--- config.mk ---
export PLATFORM = sky130hd
export DESIGN_NAME = inst_fetch
export DESIGN_NICKNAME = d
export VERILOG_FILES = /design/src/rtl/inst_fetch.sv
export SDC_FILE = /design/constraint.sdc
export NUM_CORES = 1
export LEC_CHECK = 0
export BUFFER_PORTS_ARGS = -buffer_cell sky130_fd_sc_hd__buf_2
export CAP_MARGIN = 20
export CORE_MARGIN = 5
export CORE_UTILIZATION = 54
export CTS_CLUSTER_SIZE = 25
export DETAILED_ROUTE_END_ITERATION = 16
export HOLD_SLACK_MARGIN = 0.15
export PLACE_DENSITY = 0.76
export SETUP_SLACK_MARGIN = 0.5
export SLEW_MARGIN = 20
export SYNTH_ARGS = -nofsm -noshare
export SYNTH_HDL_FRONTEND = slang
export SYNTH_SLANG_ARGS = --single-unit
--- constraint.sdc ---
create_clock -name clk -period 6.8 [get_ports clk]
set_input_delay 0.68 -clock clk [delete_from_list [all_inputs] [get_ports clk]]
set_output_delay 0.68 -clock clk [all_outputs]
set_load 0.02 [all_outputs]
--- src/rtl/inst_fetch.sv ---
// Instruction fetch: PC register, credit-limited request channel to imem, in-order response
// PC tracking, and an instruction queue toward the next-PC stage. Redirect flushes and squashes.
module inst_fetch #(
  parameter int          DATA_WIDTH = 32,
  parameter logic [31:0] RESET_PC   = 32'hbfc00000,
  parameter int          FIFO_DEPTH = 4
) (
  input  logic                  clk,
  input  logic                  rst,
  input  logic                  redirect,
  input  logic [DATA_WIDTH-1:0] next_pc,
  output logic                  imem_req_valid,
  input  logic                  imem_req_ready,
  output logic [DATA_WIDTH-1:0] imem_req_addr,
  input  logic                  imem_resp_valid,
  input  logic [DATA_WIDTH-1:0] imem_resp_data,
  output logic                  imem_resp_ready,
  output logic                  inst_valid,
  output logic [DATA_WIDTH-1:0] instr,
  output logic [DATA_WIDTH-1:0] pc,
  output logic                  inst_adel,
  input  logic                  nextu_ready
);
  localparam int AW = $clog2(FIFO_DEPTH);
  localparam int CW = AW + 1;

  typedef struct packed {
    logic [DATA_WIDTH-1:0] instr;
    logic [DATA_WIDTH-1:0] pc;
    logic                  adel;
  } ent_t;

  logic [DATA_WIDTH-1:0] fetch_pc_q, fetch_pc_d, req_addr_q, req_addr_d;
  logic                  req_valid_q, req_valid_d, stale_q, stale_d, adel_done_q, adel_done_d;
  logic [CW-1:0]         outst_q, outst_d, drop_q, drop_d, cnt_q, cnt_d;
  logic [AW-1:0]         rd_q, rd_d, wr_q, wr_d, pcq_rd_q, pcq_wr_q;
  ent_t                  fifo_q [FIFO_DEPTH];
  logic [DATA_WIDTH-1:0] pcq_q  [FIFO_DEPTH];

  logic hs, resp_dec, resp_keep, adel_push, push, pop, req_free, credit, issue;
  ent_t push_ent, head;

  assign hs        = req_valid_q & imem_req_ready;
  assign resp_dec  = imem_resp_valid & (outst_q != '0);
  assign resp_keep = resp_dec & (drop_q == '0);
  // A misaligned PC never goes to memory; its fault entry waits for older fetches to drain.
  assign adel_push = (fetch_pc_q[1:0] != 2'b00) & ~req_valid_q & (outst_q == '0) &
                     ~adel_done_q & (cnt_q < CW'(FIFO_DEPTH));
  assign push      = ~redirect & (resp_keep | adel_push);
  assign inst_valid = (cnt_q != '0);
  assign pop       = inst_valid & nextu_ready;
  assign head      = fifo_q[rd_q];

  always_comb begin
    push_ent = '0;
    if (adel_push) begin
      push_ent.pc   = fetch_pc_q;
      push_ent.adel = 1'b1;
    end else begin
      push_ent.instr = imem_resp_data;
      push_ent.pc    = pcq_q[pcq_rd_q];
    end
  end

  always_comb begin
    outst_d     = outst_q + CW'(hs) - CW'(resp_dec);
    fetch_pc_d  = fetch_pc_q;
    stale_d     = stale_q;
    adel_done_d = adel_done_q | adel_push;
    cnt_d       = cnt_q + CW'(push) - CW'(pop);
    rd_d        = rd_q + AW'(pop);
    wr_d        = wr_q + AW'(push);
    drop_d      = drop_q - CW'(resp_dec & (drop_q != '0)) + CW'(hs & stale_q);
    if (hs) stale_d = 1'b0;
    if (hs & ~stale_q) fetch_pc_d = fetch_pc_q + DATA_WIDTH'(4);
    if (redirect) begin
      // Everything still in flight after this cycle belongs to the old stream.
      fetch_pc_d  = next_pc;
      drop_d      = outst_d;
      stale_d     = req_valid_q & ~imem_req_ready;
      adel_done_d = 1'b0;
      cnt_d       = '0;
      rd_d        = '0;
      wr_d        = '0;
    end
    req_free    = ~req_valid_q | hs;
    credit      = ({1'b0, outst_d} + {1'b0, cnt_d}) < (CW+1)'(FIFO_DEPTH);
    issue       = req_free & ~redirect & (fetch_pc_d[1:0] == 2'b00) & credit;
    req_valid_d = issue | (req_valid_q & ~hs);
    req_addr_d  = issue ? fetch_pc_d : req_addr_q;
  end

  always_ff @(posedge clk or negedge rst) begin
    if (!rst) begin
      fetch_pc_q  <= RESET_PC;
      req_valid_q <= 1'b0;
      req_addr_q  <= RESET_PC;
      stale_q     <= 1'b0;
      adel_done_q <= 1'b0;
      outst_q     <= '0;
      drop_q      <= '0;
      cnt_q       <= '0;
      rd_q        <= '0;
      wr_q        <= '0;
      pcq_rd_q    <= '0;
      pcq_wr_q    <= '0;
    end else begin
      fetch_pc_q  <= fetch_pc_d;
      req_valid_q <= req_valid_d;
      req_addr_q  <= req_addr_d;
      stale_q     <= stale_d;
      adel_done_q <= adel_done_d;
      outst_q     <= outst_d;
      drop_q      <= drop_d;
      cnt_q       <= cnt_d;
      rd_q        <= rd_d;
      wr_q        <= wr_d;
      pcq_rd_q    <= pcq_rd_q + AW'(resp_dec);
      pcq_wr_q    <= pcq_wr_q + AW'(hs);
    end
  end

  always_ff @(posedge clk) begin
    if (push) fifo_q[wr_q] <= push_ent;
    if (hs)   pcq_q[pcq_wr_q] <= req_addr_q;
  end

  assign imem_req_valid  = req_valid_q;
  assign imem_req_addr   = req_addr_q;
  assign imem_resp_ready = 1'b1;
  assign instr           = inst_valid ? head.instr : '0;
  assign pc              = inst_valid ? head.pc    : '0;
  assign inst_adel       = inst_valid & head.adel;

  a_no_push_full: assert property (@(posedge clk) disable iff (!rst)
    !(push && cnt_q == CW'(FIFO_DEPTH)));
  a_no_orphan_resp: assert property (@(posedge clk) disable iff (!rst)
    !(imem_resp_valid && outst_q == '0));
endmodule
After elaboration in Yosys (flattened, before gate mapping)
Memories as Yosys holds them, arrays and structs flattened.
Index checks and enable logic that the tools add are counted.
Widths: inputs -> output; s select.
{"block": "totals", "ff_bits": 84, "mem_bits_rw": 388, "in_bits": 70, "out_inout_bits": 100, "wordCells": 82, "n_memories": 2}
{"block": "classes", "n_addsub": 12, "magnitude_cmp": 2, "mux": 18, "n_bitwise": 28, "n_reduce_logical": 8}
{"name": "fifo_q", "words": 4, "word_bits": 65, "rd": 1, "rd_ports_with_merged_regs": 0, "write_ports": 1, "line_no": "37", "source": "ent_t fifo_q [FIFO_DEPTH];"}
{"name": "pcq_q", "words": 4, "word_bits": 32, "rd": 1, "rd_ports_with_merged_regs": 0, "write_ports": 1, "line_no": "38", "source": "logic [DATA_WIDTH-1:0] pcq_q [FIFO_DEPTH];"}
{"cell": "$mux 32", "count": 6}
{"cell": "$add 32x3->32 const B", "count": 1}
{"cell": "$and 1x1->1", "count": 18}
{"cell": "$add 3x1->3", "count": 3}
{"cell": "$reduce_bool 3->1", "count": 3}
{"cell": "$sub 3x1->3", "count": 3}
{"cell": "$add 2x1->2", "count": 4}
{"cell": "$mux 1", "count": 8}
{"cell": "$logic_not 3->1", "count": 2}
{"cell": "$mux 3", "count": 2}
{"cell": "$not 1->1", "count": 6}
{"cell": "$add 3x3->4", "count": 1}
{"cell": "$lt 4x3->1 const B", "count": 1}
{"cell": "$mux 2", "count": 2}
{"cell": "$or 1x1->1", "count": 4}
{"cell": "$reduce_bool 2->1", "count": 2}
{"cell": "$lt 3x3->1 const B", "count": 1}
{"cell": "$logic_not 2->1", "count": 1}

Depth between registers and ports, before layout
{"block": "depth", "ltp_word": 14, "ltp_mapped": 16, "depth_no_buf": 15}

Worst setup path before layout
No wires, ideal clock.
{"block": "synth_timing", "path_type": "flip-flop to flip-flop", "from": "register outst_q[1]", "to": "memory fifo_q[1][0] (netlist name) (enable)", "setup_ns": 0.581, "t_arrival_ns": 6.129, "t_required_ns": 6.219, "setup_slack_ns": 0.089, "stages_incl_launch_ff": 6, "n_path_buf": 0, "period_less_slack_ns": 6.711, "cell_sequence": "dfrtp_1 or3_1 nor4_1 nand2_1 a21o_1 nor3b_1"}
{"block": "synth_via", "elab_chain_cells": 8, "elab_cells_between_ends": 11, "classes_between": "2 x mux; 7 x bitwise; 2 x reduce/logical"}
{"item": "start: declaration", "line_no": "35", "source": "logic [CW-1:0] outst_q, outst_d, drop_q, drop_d, cnt_q, cnt_d;"}
{"item": "start signal: assignment", "line_no": "113", "source": "outst_q <= outst_d;"}
{"item": "$logic_not 3->1", "line_no": "47", "source": "assign adel_push = (fetch_pc_q[1:0] != 2'b00) & ~req_valid_q & (outst_q == '0) &"}
{"item": "$and 1x1->1 (2 in a row)", "line_no": "47"}
{"item": "$and 1x1->1", "line_no": "48", "source": "~adel_done_q & (cnt_q < CW'(FIFO_DEPTH));"}
{"item": "$or 1x1->1 *", "line_no": "49", "source": "assign push = ~redirect & (resp_keep | adel_push);"}
{"item": "$and 1x1->1 *", "line_no": "49"}
{"item": "$mux 1 *", "line_no": "124", "source": "if (push) fifo_q[wr_q] <= push_ent;"}
{"item": "$mux 1 (implied by the code) *", "line_no": "124"}
{"item": "end: declaration", "line_no": "37"}
Mark *: on every way between the ends. The rest lies on a longest branch, timed or not.

Worst setup path after layout
{"block": "layout_timing", "from": "register outst_q[1]", "to": "register req_addr_q[20], in the netlist imem_req_addr[20]"}
{"block": "layout_via", "elab_chain_cells": 12, "elab_cells_between_ends": 17, "classes_between": "5 x add/sub; 1 x order compare; 1 x mux; 8 x bitwise; 2 x reduce/logical"}
{"item": "$logic_not 3->1", "line_no": "47"}
{"item": "$and 1x1->1 (2 in a row)", "line_no": "47"}
{"item": "$and 1x1->1", "line_no": "48"}
{"item": "$or 1x1->1 *", "line_no": "49"}
{"item": "$and 1x1->1 *", "line_no": "49"}
{"item": "$add 3x1->3 *", "line_no": "70", "source": "cnt_d = cnt_q + CW'(push) - CW'(pop);"}
{"item": "$sub 3x1->3 *", "line_no": "70"}
{"item": "$mux 3 *", "line_no": "76", "source": "if (redirect) begin"}
{"item": "named net cnt_d[2]", "line_no": "35"}
{"item": "$add 3x3->4 *", "line_no": "87", "source": "credit = ({1'b0, outst_d} + {1'b0, cnt_d}) < (CW+1)'(FIFO_DEPTH);"}
{"item": "$lt 4x3->1 *", "line_no": "87"}
{"item": "$and 1x1->1 *", "line_no": "88", "source": "issue = req_free & ~redirect & (fetch_pc_d[1:0] == 2'b00) & credit;"}
{"item": "end signal: assignment", "line_no": "110", "source": "req_addr_q <= req_addr_d;"}
{"item": "end: declaration", "line_no": "33", "source": "logic [DATA_WIDTH-1:0] fetch_pc_q, fetch_pc_d, req_addr_q, req_addr_d;"}
Mark *: on every way through the listed nets, which the timed path passes. The rest lies on a longest branch.
A chain may end at the register's enable or synchronous reset.

==> run metrics <==
diodes inserted 0; largest net degree at the start of global routing 70; total global routing overflow 0; WP data required 7.23 ns; sequential power share 0.442; Combinational Power Share 0.267; min-delay src next_pc[7]; Slew Limit Fails 0; DIE AREA 39200 sq um; mapped cell area between 15000 and 20000 sq um; DRC viols 0; layout cell share with drive strength beyond 1 0.379; clk buf depth 3; Die X 198 microns; number of global-route vias before repair 10.2k; Initial DRC Count 481; # clock sinks 472; IO buf count 168; Clock Root Buffer clkbuf_16; cell depth of the worst hold path 3; r2r endpoint imem_req_addr[20]; top-level port count 170; Setup TNS Final 0 ns; Distinct cells, synth 45; slowest CP cell buf_4; placed instance count 1608; CTS Buf Count 46; critical-path cell list or3_1 > nor4_1 > nand2_2 > a21o_1 > ha_1 > inv_1 > ha_1 > fa_1 > xnor2_1 > nor2_1 > ha_1 > nor3_1 > nand3_1 > buf_4 > mux2_2; Synthesized Nets 1101; Synth Area in Compound Gates 0.00859; P&R area growth vs syn 16.0%; Synth area leader edfxtp_1; kind of critical path flop to flop; Slew headroom 0.347; adder-cell share of the synthesized area 0.0117; worst reg2reg path depth 15; DRT Pass-1 Iters 5; Final Instance Count excl. Fillers 1694; first-pass GRT wire length between 50000 and 60000 microns; Via density 5.67; Final nets ~1.3k; largest family of logic cells by synthesized area multiplexers; ranking of synthesized cells by area edfxtp_1 (61%), mux4_2 (11%), dfrtp_1 (8.7%), mux2_2 (4.2%), and2_1 (3.3%); Pint between 0.006 and 0.007 W; final worst-path cycle share 0.605; switching share of power 0.299; # rows 68; most frequent cells in the layout edfxtp_1 (388), buf_2 (167), and2_1 (102), mux4_2 (97), mux2_2 (72); synthesized instance count 1015; hold slack 0.345 ns; Die Y 198 microns; max_cap viols 0; setup slack, reg-to-reg between 2 and 3 ns; RSZ-0062 raised after global routing no; critical path capture point type flop; delay of the slowest critical-path stage 0.43 ns; clk_skew around 0.02 ns; Clk Latency, worst-skew pair 0.54 ns; GR Util All Layers 0.199; Routed Antenna Nets 0; Post-Synth XOR/XNOR Area 0.0170; routed vias between 9k and 10k; initial antenna violation count 0; synth warn 0; Hold Path Class input pin to flop; status completed; Final Hold Violating Endpoints 0; Avg Cell Area, Syn 18.8 sq um; hpwl dp 23500 microns; WP data arrival 4.54 ns; most common cell after layout, fill and taps aside edfxtp_1; per-cell routed wire length 22.7 microns; Total Power around 0.009 W; post-synth top area share 0.610; gp weighted congestion 0.767; Buffers & Inverters on Critical Path 2; post-synthesis simple-gate area fraction 0.0664; Power Density 417 nW/um^2; core box area 34700 sq um; Fmax 0.243 GHz; Clk pwr share 0.291; H-tree depth 2; Sw Pwr 0.00276 W; Worst setup SP type flop; R2R Path Start outst_q[1]; Initial Utilization 0.550; CTS clk-pin slew, worst paths approximately 0.060 ns; Hold EP fetch_pc_q[7]; most frequent CP cell ha_1; worst slew pin tran 0.979 ns; Final min period approximately 4.1 ns; CTS tree built; utilization after layout 0.638; post-synthesis mux area share 0.158; LEAKAGE 7.91 nW; final WL just under 40000 microns; Peak VDD IR 0.286 mV; CP delay by family, top adder cells; share of the yosys chip area belonging to registers 0.722; Final setup viols 0; flops & latches, synth 472; worst-path fanout max 41
flip-flops by register name (all words and copies together), names as in the netlist, 2 cells and up:
register	cells
fifo_q	260
pcq_q	128
fetch_pc_q	32
imem_req_addr	32
cnt_q	3
drop_q	3
outst_q	3
pcq_rd_q	2
pcq_wr_q	2
rd_q	2
wr_q	2
power by group through the flow:
stage	registers (W)	logic [W]	clock network (W)
floorplan	0.00405	0.00171	0
CTS	0.00408	0.00251	0.00275
global placement	0.00411	0.00244	0
detailed placement	0.00414	0.00248	0
finish	0.00408	0.00247	0.00269
global route	0.00413	0.00267	0.00288
area by class of cell:
cell class | count | area, sq um
Timing Repair Buffer | 189 | 1000
Tap cell | 455 | 569
Clock inverter | 24 | 298
Fill cell | 2413 | 12600
Sequential cell | 472 | 13800
Inverter | 20 | 75.1
Multi-Input combinational cell | 473 | 5060
Clock buffer | 61 | 1350
Yosys cell counts:
library cell,instances
conb_1,1
nor3_1,14
buf_2,11
nand4b_1,2
nand2_1,33
nor4_1,7
nand4_1,7
nor2b_1,6
and4b_1,1
a21o_1,1
nand3_2,1
nand2b_1,2
and4_2,1
nor3b_1,3
dfstp_2,18
or4_4,1
and2_1,102
xor2_1,14
buf_4,2
nor2_1,14
a31o_2,1
nand3b_1,1
o31a_1,1
fa_1,3
o21ai_0,18
nand3_1,13
o21a_1,1
edfxtp_1,388
a31oi_1,1
mux2_2,72
and3_1,4
buf_6,3
nand4_4,1
or3_1,2
clkbuf_1,31
inv_1,20
mux4_2,97
and4_1,1
nor4b_4,1
xnor2_1,23
a21oi_1,7
buf_1,3
dfrtp_1,66
ha_1,13
mux2i_1,3
logic make-up after synthesis:
kind of cell,Yosys count
fa+ha+maj,16
other cells,1
xor+xnor,37
compound gates,30
flops,472
buf+inv,70
simple gates,217
mux,172
tightest hold or removal path, cell delays in order:
cell	delay (ns)
buf_2	0.07
nand2_1	0.04
o21ai_0	0.05
worst max path at each step:
stage	endpoint	cells after the start	from	slack [ns]
2_1_floorplan	fifo_q[1][0]	5	outst_q[1]	2.37
3_3_place_gp	imem_req_addr[30]	13	cnt_q[2]	2.80
3_5_place_dp	imem_req_addr[18]	13	cnt_q[2]	2.74
4_1_cts	imem_req_addr[20]	14	cnt_q[2]	2.66
5_1_grt	imem_req_addr[20]	14	cnt_q[2]	2.49
6_report	imem_req_addr[20]	15	outst_q[1]	2.69
through the flow:
stage	cell area (sq um)	setup slack, ns
after CTS	22100	2.66
after global placement	20500	2.80
after floorplan	19100	2.37
final	22100	2.69
after detailed placement	20500	2.74
after global routing	22100	2.49
what timing repair did:
item,4_1_cts,5_1_grt
endpoints found under the hold margin,4,0
buffers inserted,0,0
gates resized for setup,0,0
hold buffers,1,0
per-layer routing:
metal  vias up  global-route usage  part of all wire
li1       4314                   -                 -
met1      4964               0.289              0.44
met2       255               0.325              0.49
met3        64              0.0313             0.051
met4         0              0.0479             0.021
met5         -                   0                 0
(Power assumes the default switching activity.)
